$ cat src/rtl/hazard_ctrl.sv
// Pipeline sequencer for the 5-stage core: stall/flush, forwarding selects,
// and the multi-cycle HI/LO busy tracker.
module hazard_ctrl #(
   parameter int MULT_LAT = 4,
   parameter int DIV_LAT  = 33
) (
   input  logic       clk,
   input  logic       resetn,
   input  logic [4:0] rsD,
   input  logic [4:0] rtD,
   input  logic       useRsD,
   input  logic       useRtD,
   input  logic       branchD,
   input  logic [4:0] rsE,
   input  logic [4:0] rtE,
   input  logic [4:0] rdE,
   input  logic       regwriteE,
   input  logic       memtoregE,
   input  logic [4:0] rdM,
   input  logic       regwriteM,
   input  logic       memtoregM,
   input  logic [4:0] rdW,
   input  logic       regwriteW,
   input  logic       mduStartE,
   input  logic       mduDivE,
   input  logic       hiloReadE,
   input  logic       iBusy,
   input  logic       dBusy,
   output logic       stallF,
   output logic       stallD,
   output logic       stallE,
   output logic       stallM,
   output logic       flushD,
   output logic       flushE,
   output logic       flushM,
   output logic       flushW,
   output logic [1:0] fwdAE,
   output logic [1:0] fwdBE,
   output logic       fwdAD,
   output logic       fwdBD,
   output logic       mduBusy
);

   localparam int MAXLAT = (DIV_LAT > MULT_LAT) ? DIV_LAT : MULT_LAT;
   localparam int CW     = $clog2(MAXLAT) + 1;
   localparam logic [CW-1:0] MULT_CNT = CW'(MULT_LAT - 1);
   localparam logic [CW-1:0] DIV_CNT  = CW'(DIV_LAT - 1);

   typedef enum logic {IDLE, BUSY} state_e;

   state_e        state_q, state_d;
   logic [CW-1:0] cnt_q, cnt_d;

   logic busy;
   logic lu_haz, br_haz, mdh_haz;
   logic mW_hit, eW_hit;
   logic sel_d, sel_mdh, sel_lb, sel_i;
   logic stall_e;

   assign busy = (state_q == BUSY);

   // Does the D instruction read register r (r must be nonzero)
   function automatic logic d_reads(input logic [4:0] r);
      return (r != 5'd0) &&
             ((useRsD && rsD == r) || (useRtD && rtD == r));
   endfunction

   assign eW_hit  = regwriteE && d_reads(rdE);
   assign mW_hit  = memtoregM && d_reads(rdM);
   assign lu_haz  = memtoregE && d_reads(rdE);
   assign br_haz  = branchD && (eW_hit || mW_hit);
   assign mdh_haz = (hiloReadE || mduStartE) && busy;

   assign sel_d   = dBusy;
   assign sel_mdh = !dBusy && mdh_haz;
   assign sel_lb  = !dBusy && !mdh_haz && (lu_haz || br_haz);
   assign sel_i   = !dBusy && !mdh_haz && !(lu_haz || br_haz) && iBusy;

   always_comb begin
      stallF = 1'b0;
      stallD = 1'b0;
      stall_e = 1'b0;
      stallM = 1'b0;
      flushD = 1'b0;
      flushE = 1'b0;
      flushM = 1'b0;
      flushW = 1'b0;
      if (!resetn) begin
         flushD = 1'b1;
         flushE = 1'b1;
         flushM = 1'b1;
         flushW = 1'b1;
      end else begin
         unique case (1'b1)
            sel_d: begin
               stallF  = 1'b1;
               stallD  = 1'b1;
               stall_e = 1'b1;
               stallM  = 1'b1;
               flushW  = 1'b1;
            end
            sel_mdh: begin
               stallF  = 1'b1;
               stallD  = 1'b1;
               stall_e = 1'b1;
               flushM  = 1'b1;
            end
            sel_lb: begin
               stallF = 1'b1;
               stallD = 1'b1;
               flushE = 1'b1;
            end
            sel_i: begin
               stallF = 1'b1;
               flushD = 1'b1;
            end
            default: ;
         endcase
      end
   end

   assign stallE = stall_e;

   always_comb begin
      fwdAE = 2'b00;
      fwdBE = 2'b00;
      fwdAD = 1'b0;
      fwdBD = 1'b0;
      if (resetn) begin
         if (regwriteM && rdM != 5'd0 && rdM == rsE)
            fwdAE = 2'b10;
         else if (regwriteW && rdW != 5'd0 && rdW == rsE)
            fwdAE = 2'b01;
         if (regwriteM && rdM != 5'd0 && rdM == rtE)
            fwdBE = 2'b10;
         else if (regwriteW && rdW != 5'd0 && rdW == rtE)
            fwdBE = 2'b01;
         fwdAD = regwriteM && !memtoregM &&
                 rdM != 5'd0 && rdM == rsD;
         fwdBD = regwriteM && !memtoregM &&
                 rdM != 5'd0 && rdM == rtD;
      end
   end

   // Counter keeps running under dBusy so latency is wall-clock cycles
   always_comb begin
      state_d = state_q;
      cnt_d   = cnt_q;
      unique case (state_q)
         IDLE: begin
            if (mduStartE && !stall_e) begin
               state_d = BUSY;
               cnt_d   = mduDivE ? DIV_CNT : MULT_CNT;
            end
         end
         BUSY: begin
            if (cnt_q == '0)
               state_d = IDLE;
            else
               cnt_d = cnt_q - CW'(1);
         end
         default: state_d = IDLE;
      endcase
   end

   always_ff @(posedge clk) begin
      if (!resetn) begin
         state_q <= IDLE;
         cnt_q   <= '0;
      end else begin
         state_q <= state_d;
         cnt_q   <= cnt_d;
      end
   end

   assign mduBusy = resetn && busy;

endmodule

$ cat config.mk
export PLATFORM = sky130hd
export DESIGN_NAME = hazard_ctrl
export DESIGN_NICKNAME = d
export VERILOG_FILES = /design/src/rtl/hazard_ctrl.sv
export SDC_FILE = /design/constraint.sdc
export NUM_CORES = 1
export LEC_CHECK = 0
export BUFFER_PORTS_ARGS = -buffer_cell sky130_fd_sc_hd__buf_2
export CORE_MARGIN = 5
export CORE_UTILIZATION = 43
export DETAILED_ROUTE_END_ITERATION = 10
export GPL_ROUTABILITY_DRIVEN = 0
export HOLD_SLACK_MARGIN = 0.02
export PLACE_DENSITY = 0.77
export SETUP_SLACK_MARGIN = 0.02
export SLEW_MARGIN = 15
export SYNTH_ARGS = -nofsm -noshare
export SYNTH_HDL_FRONTEND = slang
export SYNTH_SLANG_ARGS = --single-unit
$ cat constraint.sdc
create_clock -name clk -period 2.4 [get_ports clk]
set_input_delay 0.12 -clock clk [delete_from_list [all_inputs] [get_ports clk]]
set_output_delay 0.12 -clock clk [all_outputs]
set_load 0.02 [all_outputs]
==> results of run 1 <==
## worst max-delay path: cells and delay by family, from the launching register on
kind                       cells  cell delay [ns]
AOI/OAI and AO/OA              4             1.02
DFF                            1             0.31
and+or+nand+nor                1             0.28
adders and majority gates      1             0.18
buffers and inverters          1             0.09
## layer usage
layer	wire, µm	part of all wire [%]
met5	0	0
met4	44	1.4
met3	270	8.5
met2	1660	52
met1	1210	38
## sequential cells by signal, indices dropped and copies added, names as in the netlist
name,cells
busy,1
cnt_q,7
## through the flow
stage               area [µm²]  cells  power, µW
floorplan                 1080    142        338
global placement          1380    228        412
detailed placement        1380    228        426
CTS                       1410    231        528
global route              1410    231        569
finish                    1410    231        528
## area by class of cell
cell class / count / area [µm²] / area share (%)
sequential: 8 / 160 / 11.4
timing repair buffer: 64 / 320 / 22.8
multi-input combinational: 121 / 847 / 60.2
inverter: 5 / 18.8 / 1.33
tap: 30 / 37.5 / 2.67
clock buffer: 3 / 22.5 / 1.60
## synth_stat cells, types with 5 or more instances
cell type,n,area share [%]
sky130_fd_sc_hd__o21ai_0,6,2.8
sky130_fd_sc_hd__nand3_1,6,2.8
sky130_fd_sc_hd__nor4_1,7,4.0
sky130_fd_sc_hd__dfxtp_1,8,15
sky130_fd_sc_hd__xnor2_1,17,14
sky130_fd_sc_hd__nor2_1,9,3.1
sky130_fd_sc_hd__inv_1,5,1.7
sky130_fd_sc_hd__xor2_1,24,19
sky130_fd_sc_hd__a21oi_1,5,2.3
sky130_fd_sc_hd__nand2_1,7,2.4
## report_power, final
part	internal (µW)	leakage [µW]	switching [µW]	total [µW]
clock network	57.3	0.0000138	47.1	104
registers	147	0.0000656	15.5	163
logic	118	0.000565	142	261
## cell families after synthesis
group / Yosys count
compound gates: 25
xor+xnor: 41
fa+ha+maj: 1
buf+inv: 13
flops: 8
simple gates: 54
## path summary, 6_finish.rpt
check	to	depth (start not counted)	startpoint	slack (ns)
setup reg to reg	cnt_q[5]	7	cnt_q[0]	0.42
hold / removal	cnt_q[0]	2	resetn	0.22
hold reg to reg	cnt_q[6]	2	cnt_q[6]	0.45
setup / recovery	cnt_q[5]	7	cnt_q[0]	0.42
==> results.cfg, run 1 <==
[clocking]
ctsRootBufferMaster = sky130_fd_sc_hd__clkbuf_4
cts_tree = built
ctsHtreeMaxLevel = 1
post_cts_hold_buffer_count = 0
cts.repair.resized = 0
clockBufferDepth = 2
clock_insertion_delay_worst_skew_ns = 0.26
cts_inserted_buffers = 3
cts_setup_buffers = 0
clkTransAtPathRegs_ns = 0.05
cts_num_sinks = 8

[timing]
tightest_slew_ns = 0.428
finClkSkew_ns = 0.00322
setup_tns_ns = 0
period_minus_slack_ns = 1.98
max_freq_ghz = 0.506
layout_worst_path_cycle_share_pct = 82.4
report.final.setup_viol = 0
final.hold.worst_slack_ns = 0.216
unrepaired_setup_endpoints_after_global_routing = no
timing.final.max_slew_violations = 0
timing.final.hold_violations = 0
setup_slack_ns = 0.422
max_slew_margin_pct = 71.2

[detailed_routing]
vias_per_cell = 5.42
remaining_drc_errors = 0
num_vias = 1252
detail-route-antenna-nets = 0
finalWirelength_um = 3180
detailedRoute.firstPassIterationCount = 4
wire_per_inst_um = 13.8
initialDrtViolationCount = 34

[yosys]
dominantRegCellSynth = sky130_fd_sc_hd__dfxtp_1
synth_cells = 142
ffs_w_async_s_r_synth_pct = 0
ys_ff_latch = 8
largest_family_of_logic_cells_by_synthesized_area = XOR/XNOR gates
yosys.area_share.xor_xnor_pct = 33.2
synth_area_um2 = 1080
yosys.area_share.adder_pct = 1.16
share_of_synthesized_area_spent_on_multiplexers_pct = 0
synth_enable_flop_cells = 0
mappedNetlistNets = 193
synth_area_per_cell_um2 = 7.62
ys_warn_count = 0
library_cells_used_by_synthesis = 37
compound_cell_area_share_of_the_yosys_netlist_pct = 16.2
post_synth_and_or_nand_nor_area_fraction_pct = 27.7
synth_seq_area_share_pct = 14.8

[critical_path]
critPathSlowestCell = sky130_fd_sc_hd__o21a_1
timing.critical_path.fanout_max = 10
worstSetupEndpointType = flop
cpPeakStageDelay_ns = 0.36
timing_worst_setup_path_type = reg -> reg
worst_ep_required_time_ns = 2.55
crit_arrival_ns = 2.12
cp_cell_sequence = inv_1 -> ha_1 -> or2b_1 -> o31ai_2 -> o21a_1 -> a21oi_1 -> o221a_1
critical_path.startpoint_type = flop

[global_route]
antenna_violations_before_repair = 0
use_met1_pct = 20.7
first_global_vias = 1297
first_pass_grt_wire_length_um = 5270
grt_start_max_net_pins = 14
overflow = 0
grt_busiest_layer = met2
groute.usage.overall_pct = 18.5
groute.layer.met3.usage_pct = 3.02
globalRouteMet2Util_pct = 35.3

[run]
cap_violations = 0

[die]
pin_count = 65
floorplan.die.height_um = 60.2
floorplan.initialDensity_pct = 44.5
core_region_area_um2 = 2430
row_count = 18
design.die.area_um2 = 3620
floorplan.die.width_um = 60.2

[min_path]
worst_hold_path_type = in -> reg

[layout]
fillerInstances = 232
mostFrequentLayoutCells = sky130_fd_sc_hd__buf_2, sky130_fd_sc_hd__xor2_1, sky130_fd_sc_hd__xnor2_1
nNetsFinal = 254
final_util_pct = 57.8
mostFrequentLayoutCell = sky130_fd_sc_hd__buf_2
antenna-diode-count = 0
share_of_layout_cells_above_drive_strength_1_pct = 34.8
synthToLayoutAreaGrowth_pct = 29.9

[place]
pre_cts_ws_ns = 0.444
port_buffers = 64
dp_hpwl_um = 2790

[power]
pwr_density_cell_nw_per_um2 = 375
worst_ir_drop_vdd_v = 0.000227
cellLeakagePower_uw = 0.000644

[outcome]
run_status = finished, final reports clean
Note: power is estimated with default switching activity, not from simulation.
==> inputs of run 2 (changes only) <==
Settings changed: CORE_UTILIZATION 43 to 39, PLACE_DENSITY 0.77 to 0.73.
Clock period 2.4 ns to 1.81 ns, I/O delays scaled along.
==> run 2 against run 1 <==
Die area up 8.5%. First-iteration DRC count fell by 41%. Critical path type unchanged. Largest power group unchanged. Combinational power rose by 42%.
==> results.cfg, run 2 (synthesis gave the netlist of run 1 again) <==
[outcome]
run_status = finished, final reports clean

[layout]
regMostFlops = cnt_q
nNetsFinal = 259
mostFrequentLayoutCell = sky130_fd_sc_hd__buf_2
mostFrequentLayoutCells = sky130_fd_sc_hd__buf_2, sky130_fd_sc_hd__xor2_1, sky130_fd_sc_hd__xnor2_1
fillerInstances = 285
synthToLayoutAreaGrowth_pct = 34.0
share_of_layout_cells_above_drive_strength_1_pct = 37.9
antenna-diode-count = 0
largest_reg_flops = 7

[timing]
finClkSkew_ns = 0.00721
setup_slack_ns = 0.139
report.final.setup_viol = 0
max_slew_margin_pct = 75.4
unrepaired_setup_endpoints_after_global_routing = no
period_minus_slack_ns = 1.67
setup_tns_ns = 0
tightest_slew_ns = 0.366
timing.final.hold_violations = 0
layout_worst_path_cycle_share_pct = 92.3
timing.final.max_slew_violations = 0
max_freq_ghz = 0.599

[clocking]
cts_tree = built
post_cts_hold_buffer_count = 0
cts_num_sinks = 8
clock_insertion_delay_worst_skew_ns = 0.26
clkTransAtPathRegs_ns = 0.06
ctsHtreeMaxLevel = 1
clockBufferDepth = 2
ctsRootBufferMaster = sky130_fd_sc_hd__clkbuf_4
cts_inserted_buffers = 3

[critical_path]
worstSetupEndpointType = flop
crit_arrival_ns = 1.86
critical_path.startpoint_type = flop
cp_cell_sequence = inv_2 -> ha_1 -> or2b_1 -> o31ai_2 -> buf_4 -> or3b_2 -> a21oi_1
worst_setup_path_startpoint = cnt_q[0]
timing.critical_path.fanout_max = 3
cpPeakStageDelay_ns = 0.43
crit-reg2reg-capture = cnt_q[3]
reg2reg_slack_ns = 0.14
timing_worst_setup_path_type = reg -> reg
setup.worst_path.end = cnt_q[3]
r2r.worst_path.cells = 7
worst_ep_required_time_ns = 2.00
critPathSlowestCell = sky130_fd_sc_hd__or3b_2
rr_startpoint = cnt_q[0]

[power]
sw_frac_of_total_pct = 37.9
cellLeakagePower_uw = 0.000668
pwr_density_cell_nw_per_um2 = 502
seq_power_share_pct = 29.7
internal_power_consumption_uw = 453
worst_ir_drop_vdd_v = 0.000404
clockPowerShare_pct = 19.5
netSwitchingPower_uw = 276
comb_power_share_pct = 50.8

[global_route]
groute.usage.overall_pct = 15.2
first_pass_grt_wire_length_um = 5040
overflow = 0
antenna_violations_before_repair = 0
grt_start_max_net_pins = 12
first_global_vias = 1234

[detailed_routing]
detail-route-antenna-nets = 0
vias_per_cell = 5.21
initialDrtViolationCount = 20
remaining_drc_errors = 0
num_vias = 1235
detailedRoute.firstPassIterationCount = 4
wire_per_inst_um = 12.6
finalWirelength_um = 2980

[place]
pre_cts_ws_ns = 0.0274
port_buffers = 64
dp_hpwl_um = 2540

[die]
core_region_area_um2 = 2710
design.die.area_um2 = 3930
floorplan.die.height_um = 62.7
floorplan.die.width_um = 62.7
pin_count = 65
floorplan.initialDensity_pct = 39.9
row_count = 19

[min_path]
worst_hold_path_type = in -> reg

[run]
cap_violations = 0
## run 2: changes by cell type in the layout (fill, tap and decap cells not counted)
cell / previous run / this run
sky130_fd_sc_hd__a21oi_1: 5 / 4
sky130_fd_sc_hd__buf_4: 0 / 5
sky130_fd_sc_hd__o21a_1: 1 / 0
sky130_fd_sc_hd__o21a_2: 0 / 1
sky130_fd_sc_hd__inv_1: 5 / 4
sky130_fd_sc_hd__a21oi_2: 0 / 1
sky130_fd_sc_hd__inv_2: 0 / 1
## run 2: worst min-delay path by stage
stage / start / endpoint / slack (ns) / depth (start not counted)
after detailed placement: cnt_q[6] / cnt_q[6] / 0.44 / 2
after floorplan: memtoregM / fwdAD / 0.27 / 1
final: dBusy / cnt_q[6] / 0.25 / 3
after global routing: dBusy / cnt_q[6] / 0.29 / 3
after CTS: dBusy / cnt_q[6] / 0.24 / 3
after global placement: cnt_q[6] / cnt_q[6] / 0.45 / 2
## run 2: per-stage QoR
| stage | hold slack, ns | utilization (%) | cell area [µm²] | total power [µW] | instances |
|---|---|---|---|---|---|
| after floorplan | 0.267 | - | 1080 | 448 | 142 |
| after global placement | 0.448 | 52.2 | 1420 | 573 | 233 |
| after detailed placement | 0.437 | 52.2 | 1420 | 577 | 233 |
| after CTS | 0.240 | 53.0 | 1440 | 723 | 236 |
| after global routing | 0.288 | 53.5 | 1450 | 788 | 237 |
| final | 0.250 | 53.5 | 1450 | 729 | 237 |
## run 2: layer usage
metal	global-route usage [%]	wire, µm
met5	0	0
met4	4.24	38
met3	5.04	257
met2	26.0	1390
met1	18.0	1290
## run 2: cell type report
type / instances / area [µm²] / area share [%]
Multi-Input combinational cell: 121 / 852 / 58.8
Timing Repair Buffer: 69 / 358 / 24.7
Sequential cell: 8 / 160 / 11.0
Tap cell: 31 / 38.8 / 2.67
Clock buffer: 3 / 22.5 / 1.55
Inverter: 5 / 18.8 / 1.29
## run 2: repair_timing
action / 4_1_cts / 5_1_grt
setup endpoints to repair: 0 / 6
gates resized for setup: 0 / 3
buffers inserted: 0 / 1
## run 2: critical path: cells and delay by family (launching register included)
kind | cells | cell delay (ns)
fa+ha+maj | 1 | 0.19
simple gates | 2 | 0.64
buf+inv | 2 | 0.21
flops | 1 | 0.34
compound gates | 2 | 0.22
## run 2: power by group through the flow
stage               combinational, µW  clock (µW)  sequential [µW]
CTS                               359         148              215
global placement                  355           0              218
floorplan                         238           0              210
detailed placement                359           0              219
global route                      411         158              220
finish                            370         142              216
==> inputs of run 3 (changes only) <==
Settings changed: CORE_UTILIZATION 39 to 43, PLACE_DENSITY 0.73 to 0.77.
Clock period 1.81 ns to 1.85 ns, I/O delays scaled along.
==> run 3 against run 2 <==
Final area fell by 0.34%. Critical path type unchanged. Clock skew rose by 0.0015 ns. Clock power fell by 5%. First-iteration DRC count rose by 95%. Total power fell by 2.4%. Sequential power barely moved. Worst setup slack got worse by 0.0063 ns. Wire length rose by 12%. Combinational power fell by 2%. Hold slack improved by 0.046 ns. Sequential share of layout area barely moved. Register-to-register slack barely moved. Largest power group unchanged.
==> results.cfg, run 3 (synthesis gave the netlist of run 1 again) <==
[outcome]
run_status = finished, final reports clean

[critical_path]
worst_ep_required_time_ns = 2.04
worstSetupEndpointType = flop
cpPeakStageDelay_ns = 0.41
critPathSlowestCell = sky130_fd_sc_hd__or3_2
critical_path.startpoint_type = flop
timing_worst_setup_path_type = reg -> reg
rr_startpoint = cnt_q[0]
timing.critical_path.fanout_max = 8
worst_setup_path_startpoint = cnt_q[0]
critPathTopFamily = simple AND/OR/NAND/NOR gates
cp_cell_sequence = inv_1 -> ha_1 -> or2b_1 -> o31ai_4 -> o21a_4 -> or3_2 -> a21oi_1
crit_arrival_ns = 1.91
worst-path-buf-inv = 1

[global_route]
globalRouteMet2Util_pct = 36.9
antenna_violations_before_repair = 0
groute.usage.overall_pct = 19.8
first_global_vias = 1362
groute.layer.met3.usage_pct = 5.62
grt_busiest_layer = met2
use_met1_pct = 22.1
overflow = 0
first_pass_grt_wire_length_um = 5600
grt_start_max_net_pins = 11

[run]
cap_violations = 0

[timing]
timing.final.max_slew_violations = 0
report.final.setup_viol = 0
tightest_slew_ns = 0.464
final.hold.worst_slack_ns = 0.296
layout_worst_path_cycle_share_pct = 92.8
max_freq_ghz = 0.582
unrepaired_setup_endpoints_after_global_routing = no
period_minus_slack_ns = 1.72
finClkSkew_ns = 0.00872
timing.final.hold_violations = 0
setup_slack_ns = 0.133
max_slew_margin_pct = 68.8

[layout]
mostFrequentLayoutCells = sky130_fd_sc_hd__buf_2, sky130_fd_sc_hd__xor2_1, sky130_fd_sc_hd__xnor2_1
antenna-diode-count = 0
fillerInstances = 236
layout.cell_area.non_filler_um2 = 1450
share_of_layout_cells_above_drive_strength_1_pct = 36.3
synthToLayoutAreaGrowth_pct = 33.5
nNetsFinal = 257
regMostFlops = cnt_q
mostFrequentLayoutCell = sky130_fd_sc_hd__buf_2
final_util_pct = 59.4
largest_reg_flops = 7

[clocking]
clockBufferDepth = 2
ctsRootBufferMaster = sky130_fd_sc_hd__clkbuf_4
clkTransAtPathRegs_ns = 0.06
cts_num_sinks = 8
cts_tree = built
clock_insertion_delay_worst_skew_ns = 0.25
ctsHtreeMaxLevel = 1
cts_inserted_buffers = 3

[power]
worst_ir_drop_vdd_v = 0.000498
pwr_density_cell_nw_per_um2 = 492
cellLeakagePower_uw = 0.000662

[min_path]
worst_hold_path_type = in -> reg
hold_path.startpoint = dBusy

[detailed_routing]
remaining_drc_errors = 0
num_vias = 1284
wire_per_inst_um = 14.3
finalWirelength_um = 3340
detailedRoute.firstPassIterationCount = 4
vias_per_cell = 5.49
detail-route-antenna-nets = 0
initialDrtViolationCount = 39

[place]
post_dp_cell_area_um2 = 1400
dp_hpwl_um = 2900
pre_cts_ws_ns = -0.0295
port_buffers = 64

[die]
floorplan.die.width_um = 60.2
core_region_area_um2 = 2430
floorplan.initialDensity_pct = 44.5
pin_count = 65
floorplan.die.height_um = 60.2
row_count = 18
design.die.area_um2 = 3620
-- run 3: changes by cell type in the layout (fill, tap and decap cells not counted), sizes merged --
cell,before,now
buf,69,67
-- run 3: routing by layer --
layer,part of all wire (%),wire (µm)
met1,39,1320
met2,51,1710
met3,8.6,288
met4,0.63,21
met5,0,0
-- run 3: final cells by class --
cell class,count,area (µm²),area share (%)
clock buffers,3,22.5,1.56
inverters,5,18.8,1.30
multi-input cells,121,863,59.7
flip-flops and latches,8,160,11.1
well taps,30,37.5,2.60
repair buffers,67,343,23.7
-- run 3: per-stage QoR --
| stage | TNS [ns] | cells | total power, µW |
|---|---|---|---|
| finish | 0 | 234 | 711 |
| global route | 0 | 234 | 774 |
| floorplan | 0 | 142 | 439 |
| CTS | 0 | 233 | 700 |
| global placement | 0 | 230 | 542 |
| detailed placement | -0.0295 | 230 | 559 |
-- run 3: timing repair --
item | 4_1_cts | 5_1_grt
gates resized for setup | 1 | 2
hold buffers | 0 | 0
pin swaps | 0 | 1
endpoints found under the hold margin | 0 | 0
buffers inserted | 0 | 1
setup endpoints to repair | 3 | 6
-- run 3: power breakdown --
part	switching, µW	internal [µW]
clock network	60.5	74.3
logic	195	168
registers	22.9	191
-- run 3: path summary, 6_finish.rpt --
| kind | to | slack, ns | cells past startpoint |
|---|---|---|---|
| max | cnt_q[2] | 0.13 | 7 |
| min | cnt_q[4] | 0.30 | 3 |
| max reg2reg | cnt_q[2] | 0.13 | 7 |
| min reg2reg | cnt_q[6] | 0.45 | 2 |
-- run 3: tightest hold or removal path: cells and delay by family --
kind            cells  cell delay (ns)
simple gates        1             0.13
buf+inv             1             0.11
compound gates      1             0.18
